==> src/rtl/branch_resolver.sv <==
// rtl/branch_resolver.sv - in-order queue of predicted branches resolved against M-stage outcomes
// Emits registered mispredict/redirect/flush and a predictor training record per resolve.
module branch_resolver #(
  parameter int DEPTH = 4,
  parameter int PC_W  = 32
) (
  input  logic                     clk,
  input  logic                     rst,
  input  logic                     push_valid,
  input  logic [PC_W-1:0]          push_pc,
  input  logic                     push_ptaken,
  input  logic [PC_W-1:0]          push_ptarget,
  output logic                     push_ready,
  input  logic                     res_valid,
  input  logic [PC_W-1:0]          res_pc,
  input  logic                     res_taken,
  input  logic [PC_W-1:0]          res_target,
  output logic                     mispredict,
  output logic [PC_W-1:0]          redirect_pc,
  output logic                     flush,
  output logic                     upd_valid,
  output logic [PC_W-1:0]          upd_pc,
  output logic                     upd_taken,
  output logic                     upd_mis,
  output logic [$clog2(DEPTH):0]   count,
  output logic                     order_err
);
  localparam int AW = $clog2(DEPTH);
  localparam int CW = AW + 1;

  typedef enum logic {RUN = 1'b0, RECOVER = 1'b1} state_t;

  state_t          state_q, state_d;
  logic [AW-1:0]   wr_ptr_q, wr_ptr_d, rd_ptr_q, rd_ptr_d;
  logic [CW-1:0]   count_q, count_d;
  logic            order_err_q, order_err_d;
  logic [PC_W-1:0] pc_q [DEPTH];
  logic [PC_W-1:0] pc_d [DEPTH];
  logic [PC_W-1:0] ptarget_q [DEPTH];
  logic [PC_W-1:0] ptarget_d [DEPTH];
  logic [DEPTH-1:0] ptaken_q, ptaken_d;

  logic            mis_q, mis_d;
  logic [PC_W-1:0] redirect_q, redirect_d;
  logic            upd_valid_q, upd_valid_d;
  logic [PC_W-1:0] upd_pc_q, upd_pc_d;
  logic            upd_taken_q, upd_taken_d;
  logic            upd_mis_q, upd_mis_d;

  logic            in_run, do_res, do_push, mis;
  logic [PC_W-1:0] head_pc, head_ptarget;
  logic            head_ptaken;

  // State register
  always_ff @(posedge clk) begin
    if (!rst) state_q <= RUN;
    else      state_q <= state_d;
  end

  // Next state: a mispredict costs exactly one recovery cycle
  always_comb begin
    state_d = RUN;
    if (state_q == RUN && mis) state_d = RECOVER;
  end

  // FSM outputs
  always_comb begin
    in_run     = (state_q == RUN);
    push_ready = in_run & ((count_q < CW'(DEPTH)) | res_valid);
  end

  always_comb begin
    head_pc      = pc_q[rd_ptr_q];
    head_ptarget = ptarget_q[rd_ptr_q];
    head_ptaken  = ptaken_q[rd_ptr_q];
    do_res       = res_valid & in_run & (count_q != '0);
    do_push      = push_valid & push_ready;
    mis          = do_res & ((res_taken != head_ptaken) |
                             (res_taken & (res_target != head_ptarget)));

    wr_ptr_d   = wr_ptr_q;
    rd_ptr_d   = rd_ptr_q;
    count_d    = count_q;
    pc_d       = pc_q;
    ptarget_d  = ptarget_q;
    ptaken_d   = ptaken_q;
    if (mis) begin
      // Flush discards everything, including a push arriving this cycle
      wr_ptr_d = '0;
      rd_ptr_d = '0;
      count_d  = '0;
    end else begin
      if (do_push) begin
        pc_d[wr_ptr_q]       = push_pc;
        ptarget_d[wr_ptr_q]  = push_ptarget;
        ptaken_d[wr_ptr_q]   = push_ptaken;
        wr_ptr_d             = wr_ptr_q + AW'(1);
      end
      if (do_res) rd_ptr_d = rd_ptr_q + AW'(1);
      count_d = count_q + CW'(do_push) - CW'(do_res);
    end

    order_err_d = order_err_q |
                  (res_valid & in_run & ((count_q == '0) | (res_pc != head_pc)));

    mis_d       = mis;
    redirect_d  = '0;
    if (mis) redirect_d = res_taken ? res_target : head_pc + PC_W'(8);
    upd_valid_d = do_res;
    upd_pc_d    = do_res ? head_pc : '0;
    upd_taken_d = do_res & res_taken;
    upd_mis_d   = mis;
  end

  always_ff @(posedge clk) begin
    if (!rst) begin
      wr_ptr_q    <= '0;
      rd_ptr_q    <= '0;
      count_q     <= '0;
      order_err_q <= 1'b0;
      mis_q       <= 1'b0;
      redirect_q  <= '0;
      upd_valid_q <= 1'b0;
      upd_pc_q    <= '0;
      upd_taken_q <= 1'b0;
      upd_mis_q   <= 1'b0;
    end else begin
      wr_ptr_q    <= wr_ptr_d;
      rd_ptr_q    <= rd_ptr_d;
      count_q     <= count_d;
      order_err_q <= order_err_d;
      mis_q       <= mis_d;
      redirect_q  <= redirect_d;
      upd_valid_q <= upd_valid_d;
      upd_pc_q    <= upd_pc_d;
      upd_taken_q <= upd_taken_d;
      upd_mis_q   <= upd_mis_d;
    end
  end

  // Entry storage needs no reset; occupancy is tracked by the pointers
  always_ff @(posedge clk) begin
    pc_q      <= pc_d;
    ptarget_q <= ptarget_d;
    ptaken_q  <= ptaken_d;
  end

  always_comb begin
    mispredict  = mis_q;
    flush       = mis_q;
    redirect_pc = redirect_q;
    upd_valid   = upd_valid_q;
    upd_pc      = upd_pc_q;
    upd_taken   = upd_taken_q;
    upd_mis     = upd_mis_q;
    count       = count_q;
    order_err   = order_err_q;
  end
endmodule

==> config.mk <==
export PLATFORM = sky130hd
export DESIGN_NAME = branch_resolver
export DESIGN_NICKNAME = d
export VERILOG_FILES = /design/src/rtl/branch_resolver.sv
export SDC_FILE = /design/constraint.sdc
export NUM_CORES = 1
export LEC_CHECK = 0
export BUFFER_PORTS_ARGS = -buffer_cell sky130_fd_sc_hd__clkbuf_2
export CORE_UTILIZATION = 25
export DETAILED_ROUTE_END_ITERATION = 16
export GPL_TIMING_DRIVEN = 0
export PLACE_DENSITY = 0.49
export REMOVE_ABC_BUFFERS = 1
export SETUP_SLACK_MARGIN = 0.3
export SYNTH_ARGS = -nofsm -noshare
export SYNTH_HDL_FRONTEND = slang
export SYNTH_SLANG_ARGS = --single-unit
==> constraint.sdc <==
create_clock -name clk -period 19.8 [get_ports clk]
set_clock_uncertainty 0.05 [all_clocks]
set_input_delay 2.97 -clock clk [delete_from_list [all_inputs] [get_ports clk]]
set_output_delay 2.97 -clock clk [all_outputs]
set_load 0.02 [all_outputs]
==> impl_metrics.ini, run 1 <==
[logic_synthesis]
async_sr_flop_fraction = 0
synth.cell_area_um2 = 13700
post_synth_num_cell_types = 52
synth_warnings = 0
ys.flop_type = edfxtp_1
yosys_reg_bits = 336
synth-edff-count = 260
synth.avg_cell_area_um2 = 16.9
synth_cells = 810
sequential_fraction_of_the_synthesis_area = 0.682

[sta]
rsz0062_at_grt = no
final-max-slew-violation-count = 0
finalHoldViolCount = 0
finalSetupTns_ps = 0
period_needed_ps = 6630
slew_headroom = 0.337
max_clock_freq_mhz = 151
setup_viol = 0
fin_crit_sh = 0.335
hold_slack_ps = 597
worst_slew_pin_slew_ps = 985

[routing]
routed-via-count = 7816
antenna_left = 0
detail_route.iter0.violations = 558
via_per_inst = 4.42
firstDrtPassIters = 5
drcViolationCount = 0
wirelength_mm = 40.2
routed_wire_length_per_instance_um = 22.7

[floorplan]
initial_core_util = 0.254
chipWidth_um = 236
floorplan.die_area_um2 = 55700
boundaryPins = 208
rows = 85
chipHeight_um = 236
core_region_area_um2 = 53900

[clock_tree]
htree_levels = 2
cts-buffers-inserted = 40
cts_hold_buf = 0
cts_tree = yes
clkLatencyLatePin_ps = 560
clockBufferDepth = 3
clock_sinks = 336
ctsResizeCount = 0
cts_root_buffer = clkbuf_16
cts.clk_slew.worst_paths_ps = 60
post-cts-setup-buffer-count = 0

[worst_setup_path]
worst-endpoint-arrival_ps = 3610
worst_path_dominant_cell_family = buffers and inverters
delay_contributed_by_the_slowest_stage_of_the_critical_path_ps = 240
timing.critical_path.from_type = input pin
path_class = input pin to output pin
maximum_fanout_along_the_worst_path = 3
cp_common_cell = clkbuf_2
crit_chain = clkbuf_2 > inv_1 > a21oi_1 > clkbuf_2
required_ps = 16780
timing.critical_path.to_type = output pin
critPathSlowestCell = a21oi_1
critPathBufInv = 3

[hold_path]
hp-class = flop to flop

[power]
static-leakage-power_nw = 6.09
worst_ir_drop_vdd_v = 0.0000647
pwr_density_cell_nw_per_um2 = 134

[placement]
hpwl_mm = 28.9
placedCellCount = 1695
io_buffer_count = 207
gp_congestion = 0.720

[cells_and_area]
finalNetCount = 1183
layout.cells.most_common_list = 260 x edfxtp_1, 207 x clkbuf_2, 74 x dfxtp_1
most_common_cell_after_layout_fill_and_taps_aside = edfxtp_1
synth_to_final_area_change_pct = 25.4
postLayoutCoreUtil = 0.318
drive_above_1_share = 0.350
count_of_placed_standard_cells_in_the_final_layout_fillers_left_out = 1767

[global_routing]
grt_pass1_vias = 8044
grt_start_max_net_pins = 42
grt_pass1_wl_mm = 57.2
grt_use_total = 0.144
grt_overflow = 0
antenna_violations_before_repair = 2

[flow_run]
drv.max_cap_violation_count = 0

[run_status]
outcome = complete, no violations
-- flip-flops by register name, indices dropped and copies added, names as in the netlist, 2 cells and up --
name         flops
count            3
upd_pc          32
wr_ptr_q         2
pc_q           128
ptarget_q      128
ptaken_q         4
rd_ptr_q         2
redirect_pc     32
-- routing by layer --
layer,global-route usage,up-vias,part of all wire
met5,0,-,0
met4,0.0454,0,0.022
met3,0.0330,56,0.055
met2,0.230,210,0.47
met1,0.193,3927,0.45
li1,-,3623,-
-- cells in the mapped netlist, types with 2 or more instances --
master / instances / area share
buf_6: 7 / 0.0058
or3_1: 2 / 0.00091
nor2_2: 2 / 0.00091
nor2_1: 18 / 0.0049
nand2b_1: 3 / 0.0014
ha_1: 7 / 0.0064
nand4_1: 20 / 0.0091
nor4_2: 2 / 0.0018
mux4_1: 16 / 0.031
nand2_1: 30 / 0.0082
and3_1: 32 / 0.015
dfxtp_1: 76 / 0.11
clkbuf_1: 19 / 0.0052
o211ai_1: 2 / 0.0011
inv_1: 8 / 0.0022
buf_4: 3 / 0.0016
nor2b_1: 2 / 0.00091
xnor2_1: 51 / 0.033
o21ai_0: 5 / 0.0018
buf_12: 4 / 0.0059
nor4_1: 6 / 0.0027
a22oi_1: 4 / 0.0022
nor3_1: 14 / 0.0051
xor2_1: 36 / 0.023
buf_2: 6 / 0.0022
buf_1: 2 / 0.00055
nor3_2: 28 / 0.020
edfxtp_1: 260 / 0.57
mux2i_1: 43 / 0.031
mux4_2: 38 / 0.063
o22ai_1: 5 / 0.0023
a21oi_1: 28 / 0.010
nand3_1: 12 / 0.0044
-- where the power goes --
group / total (mW) / internal [mW] / leakage [nW] / switching (mW)
Clock: 0.769 / 0.478 / 0.658 / 0.291
Sequential: 0.904 / 0.858 / 2.99 / 0.0458
Combinational: 0.628 / 0.246 / 2.44 / 0.383
-- stage by stage --
step	instance area [um^2]	power (mW)	worst slack, ps
finish	17200	2.30	13170
detailed placement	15800	1.57	13120
floorplan	13400	1.30	11280
CTS	17200	2.35	13160
global placement	15300	1.56	704
global route	17200	2.41	13150
-- kinds of logic after synthesis --
family / Yosys count / synth area share
AND/OR/NAND/NOR: 177 / 0.0799
adder cells (fa/ha/maj): 8 / 0.00786
AO/OA/AOI/OAI: 53 / 0.0246
multiplexers: 99 / 0.127
buffers and inverters: 50 / 0.0237
flip-flops: 336 / 0.682
XOR/XNOR: 87 / 0.0557
-- worst min-delay path: cells and delay by family (launching register included) --
kind / cells / cell delay (ps)
AO/OA/AOI/OAI: 1 / 30
XOR/XNOR: 1 / 150
flip-flops: 1 / 360
AND/OR/NAND/NOR: 1 / 60
-- layout make-up --
type,instances,area (um^2)
clock inverters,21,293
flip-flops and latches,336,9340
repair buffers,230,1450
inverters,9,35.0
clock buffers,50,1080
multi-input cells,424,4090
diodes,1,2.50
fillers,5301,36800
well taps,696,871
-- path summary, 6_finish.rpt --
| kind | start | endpoint | slack, ps | cells after the start |
|---|---|---|---|---|
| min | count[2] | count[2] | 600 | 3 |
| max reg2reg | rd_ptr_q[0] | pc_q[59] | 14370 | 9 |
| max | res_valid | push_ready | 13170 | 4 |
| min reg2reg | count[2] | count[2] | 600 | 3 |
Power figures use the tool's default switching activity.
==> inputs of run 2 (changes only) <==
ABC_AREA = 1   (was unset)
PLACE_DENSITY = 0.5   (was 0.49)
clock period = 5.7 ns   (was 19.8 ns; I/O delays follow)
==> run 2 against run 1 <==
Largest power group unchanged. Synthesized cell count is 79% higher. Clock-buffer cell count grew 6. Worst setup slack lost 12000 ps. Sequential power increased to 3.5 times the previous value. Synthesized area rose by 5.7%.
==> impl_metrics.ini, run 2 <==
[power]
static-leakage-power_nw = 7.21
sw_frac_of_total = 0.360
power.net_switching_mw = 2.89
comb_power_share = 0.299
worst_ir_drop_vdd_v = 0.000203
pwr_density_cell_nw_per_um2 = 455
power.clock.fraction = 0.307
seq_power_share = 0.394
internal-power_mw = 5.14

[floorplan]
chipWidth_um = 243
rows = 87
boundaryPins = 208
initial_core_util = 0.255
core_region_area_um2 = 56800
floorplan.die_area_um2 = 58800
chipHeight_um = 243

[logic_synthesis]
yosys.cell_count.top_type = nand2_1
synth-edff-count = 260
post_synth_num_cell_types = 33
yosys_reg_bits = 336
netlist_top_cells_area = edfxtp_1 54%, nand2_1 13%, dfxtp_1 11%
synth.cell_area_um2 = 14500
synth_cells = 1453
ys.flop_type = edfxtp_1
synth.avg_cell_area_um2 = 9.95
yosys-top-cells-count = 501 x nand2_1, 260 x edfxtp_1, 173 x nand3_1
netlist.top_cell.by_area = edfxtp_1
yosysTopAreaCellShare = 0.540
async_sr_flop_fraction = 0
synth_warnings = 0
sequential_fraction_of_the_synthesis_area = 0.645

[global_routing]
antenna_violations_before_repair = 7
grt_use_total = 0.150
grt_start_max_net_pins = 132
grt_overflow = 0
grt_pass1_wl_mm = 65.6
grt_pass1_vias = 10228

[sta]
worst_slew_pin_slew_ps = 1310
fin_crit_sh = 0.824
max_clock_freq_mhz = 213
finalHoldViolCount = 0
finalSetupTns_ps = 0
rsz0062_at_grt = no
final.setup.worst_slack_ps = 1000
period_needed_ps = 4700
hold_slack_ps = 399
slew_headroom = 0.127
setup_viol = 0
final-max-slew-violation-count = 0

[routing]
routed_wire_length_per_instance_um = 18.2
routed-via-count = 10661
drcViolationCount = 0
firstDrtPassIters = 5
detail_route.iter0.violations = 767
wirelength_mm = 44.6
antenna_left = 0
via_per_inst = 4.36

[clock_tree]
clock_sinks = 336
cts_hold_buf = 0
clkLatencyLatePin_ps = 560
post-cts-setup-buffer-count = 0
cts_tree = yes
cts-buffers-inserted = 40
cts_root_buffer = clkbuf_16
ctsResizeCount = 0
htree_levels = 2
cts.clk_slew.worst_paths_ps = 60
clockBufferDepth = 3

[placement]
hpwl_mm = 30.7
dpl_worst_slack_ps = 985
io_buffer_count = 207
gp_congestion = 0.805

[worst_setup_path]
delay_contributed_by_the_slowest_stage_of_the_critical_path_ps = 850
worst-endpoint-arrival_ps = 4890
path_class = flop to flop
crit_chain = inv_6 > nand2_1 > nand3_1 > nand3_1 > a21oi_1 > nand2_1 > nor2_1 > nand2_1 > nor2_1 > nand3_1 > nand2_1 > nand2_1 > nor2_4 > buf_12
maximum_fanout_along_the_worst_path = 131
required_ps = 5900
timing.critical_path.from_type = flop
cp_common_cell = nand2_1
timing.critical_path.to_type = flop
critPathSlowestCell = inv_6

[hold_path]
hp-class = flop to flop

[run_status]
outcome = complete, no violations

[cells_and_area]
finalNetCount = 1798
layout.cells.most_common_list = 501 x nand2_1, 260 x edfxtp_1, 207 x clkbuf_2
fill_cells = 5889
most_common_cell_after_layout_fill_and_taps_aside = nand2_1
synth_to_final_area_change_pct = 22.0
area.sequential_um2 = 9340
multi_input_area_um2 = 4410
drive_above_1_share = 0.197
largest_regs = pc_q x128, ptarget_q x128

[flow_run]
drv.max_cap_violation_count = 0
==> run 2: layout make-up <==
cell class | count | area share
Timing Repair Buffer | 220 | 0.0756
Tap cell | 756 | 0.0536
Sequential cell | 336 | 0.529
Inverter | 87 | 0.0189
Clock buffer | 56 | 0.0636
Multi-Input combinational cell | 971 | 0.250
Clock inverter | 18 | 0.00844
Antenna cell | 1 | 0.000142
==> run 2: cells by family after synthesis <==
family                     count (synthesis)  synth area share
DFF                                      336             0.645
buffers and inverters                    146            0.0517
and+or+nand+nor                          876             0.257
xor gates and xnor gates                  29            0.0176
AOI/OAI and AO/OA                         54            0.0189
muxes                                      4           0.00277
adders and majority gates                  8           0.00744
==> run 2: critical path, delay by kind of cell, from the launching register on <==
family / cells / cell delay, ps
buffers and inverters: 2 / 1140
AO/OA/AOI/OAI: 1 / 150
flip-flops: 1 / 560
AND/OR/NAND/NOR: 11 / 2240
==> run 2: power by group through the flow <==
stage / sequential [mW] / clock (mW) / combinational, mW
floorplan: 3.33 / 0 / 1.39
global placement: 3.35 / 0 / 2.34
detailed placement: 3.21 / 0 / 2.46
CTS: 3.16 / 2.55 / 2.47
global route: 3.19 / 2.62 / 2.71
finish: 3.16 / 2.47 / 2.40
==> run 2: per-stage QoR <==
step	area (um^2)	cells	total power, mW	utilization
after floorplan	14000	1394	4.72	-
after global placement	16000	2357	5.69	0.282
after detailed placement	16300	2369	5.67	0.288
after CTS	17600	2443	8.18	0.310
after global routing	17600	2445	8.52	0.310
final	17600	2445	8.03	0.310
==> run 2: layer usage <==
metal,up-vias,track usage,part of all wire
met2,324,0.236,0.45
met5,-,0,0.0019
met4,12,0.0499,0.024
met3,69,0.0348,0.066
li1,5231,-,-
met1,5025,0.203,0.46
==> run 2: worst paths after layout <==
check	from	end	slack, ps	cells after the start
worst max-delay path	rd_ptr_q[0]	pc_q[36]	1000	14
worst min-delay path	order_err	order_err	400	2
worst max register to register	rd_ptr_q[0]	pc_q[36]	1000	14
worst min register to register	order_err	order_err	400	2
==> inputs of run 3 (changes only) <==
PLACE_DENSITY = 0.48   (was 0.5)
clock period = 4.7 ns   (was 5.7 ns; I/O delays follow)
==> run 3 against run 2 <==
Clock-buffer cell count unchanged. Critical endpoint is now pc_q[35]. Final cell count increased by 0.74%. Via count increased by 0.49%. Highest routed layer unchanged. Sequential share of layout area decreased by 1.2 points. Largest power group unchanged. Sequential power increased by 20%. Global-route usage increased by 0.32 points.
==> impl_metrics.ini, run 3 (synthesis gave the netlist of run 2 again) <==
[run_status]
outcome = complete, no violations

[floorplan]
chipWidth_um = 243
boundaryPins = 208
initial_core_util = 0.255
chipHeight_um = 243
rows = 87
floorplan.die_area_um2 = 58800
core_region_area_um2 = 56800

[cells_and_area]
insertedDiodeCount = 0
synth_to_final_area_change_pct = 24.9
postLayoutCoreUtil = 0.318
largest_regs = pc_q x128, ptarget_q x128
finalNetCount = 1816
drive_above_1_share = 0.210
most_common_cell_after_layout_fill_and_taps_aside = nand2_1
layout.cells.most_common_list = 500 x nand2_1, 260 x edfxtp_1, 207 x clkbuf_2

[worst_setup_path]
maximum_fanout_along_the_worst_path = 131
timing.critical_path.to_type = flop
required_ps = 4900
path_class = flop to flop
worst-endpoint-arrival_ps = 4180
timing.critical_path.from_type = flop

[power]
static-leakage-power_nw = 7.43
pwr_density_cell_nw_per_um2 = 567
worst_ir_drop_vdd_v = 0.000317

[routing]
routed_wire_length_per_instance_um = 18.8
antenna_left = 0
firstDrtPassIters = 5
via_per_inst = 4.35
drcViolationCount = 0
routed-via-count = 10713
detail_route.iter0.violations = 666
wirelength_mm = 46.3

[sta]
max_clock_freq_mhz = 251
rsz0062_at_grt = no
final-max-slew-violation-count = 0
finalSetupTns_ps = 0
slew_headroom = 0.404
fin_crit_sh = 0.847
worst_slew_pin_slew_ps = 894
finalHoldViolCount = 0
setup_viol = 0
period_needed_ps = 3980

[global_routing]
grt_overflow = 0
grt_use_total = 0.154
antenna_violations_before_repair = 2
grt_pass1_wl_mm = 66.3
grt_pass1_vias = 10012
grt_start_max_net_pins = 132

[placement]
gp_congestion = 0.789
io_buffer_count = 207
hpwl_mm = 30.7

[clock_tree]
cts.clk_slew.worst_paths_ps = 60
clkLatencyLatePin_ps = 560
clockBufferDepth = 3
cts-buffers-inserted = 41
cts_root_buffer = clkbuf_16
htree_levels = 2
clock_sinks = 336
cts_tree = yes
cts_hold_buf = 0

[hold_path]
hp-class = input pin to flop

[flow_run]
drv.max_cap_violation_count = 0
run 3: changes by cell type in the layout (fill, tap and decap cells not counted), moves of 3 or more:
| cell | delta |
|---|---|
| buf_12 | +4 |
| clkinv_2 | +3 |
| clkbuf_1 | -5 |
| bufinv_16 | +5 |
| clkbuf_8 | +3 |
| clkinvlp_4 | -3 |
| buf_4 | +9 |
run 3: layout make-up:
cell class | instances | area, um^2
fill | 5920 | 38800
sequential | 336 | 9340
multi-input combinational | 973 | 4440
timing repair buffer | 235 | 1540
clock buffer | 56 | 1190
tap | 756 | 946
inverter | 87 | 348
clock inverter | 20 | 263
run 3: per-layer routing:
layer | GRT usage | routed length, um
met5 | 0 | 27
met4 | 0.0344 | 767
met3 | 0.0382 | 3200
met2 | 0.246 | 21500
met1 | 0.208 | 20800
run 3: power breakdown:
group | internal, mW | leakage, nW | switching [mW] | total [mW]
clock | 2.11 | 0.722 | 1.25 | 3.36
combinational | 0.909 | 3.71 | 2.18 | 3.09
sequential | 3.65 | 2.99 | 0.146 | 3.80
run 3: final timing paths:
check / start / to / slack, ps / depth (start not counted)
worst min-delay path: push_pc[10] / pc_q[106] / 310 / 1
worst max register to register: rd_ptr_q[0] / pc_q[35] / 720 / 17
worst min register to register: order_err / order_err / 410 / 2
worst max-delay path: rd_ptr_q[0] / pc_q[35] / 720 / 17
run 3: metrics by stage:
step	total power [mW]	setup WS, ps	cell area, um^2	hold WS [ps]	instances
finish	10.2	720	18100	311	2463
global route	10.9	475	18100	283	2463
CTS	10.4	347	18000	268	2460
detailed placement	6.89	-318	16400	405	2370
global placement	6.91	-9900	16000	394	2357
floorplan	5.72	-2840	14000	450	1394
run 3: worst max-delay path, cell delays in order, from the launching register on:
cell,delay (ps)
dfxtp_4,570
buf_16,320
inv_16,220
nand2_1,160
nand3_1,100
nand3b_1,110
nand2_1,50
inv_1,40
nand2_1,50
nor2_1,100
nand2_1,60
nor2_1,290
nand3_1,240
nand2_1,180
nand2_2,230
nor2_4,220
buf_4,190
buf_12,210
run 3: repair_timing:
action | 4_1_cts | 5_1_grt
pin swaps | 4 | 0
resized for setup | 5 | 3
buffers inserted | 12 | 2
gates cloned | 2 | 0
endpoints found under the setup margin | 255 | 226
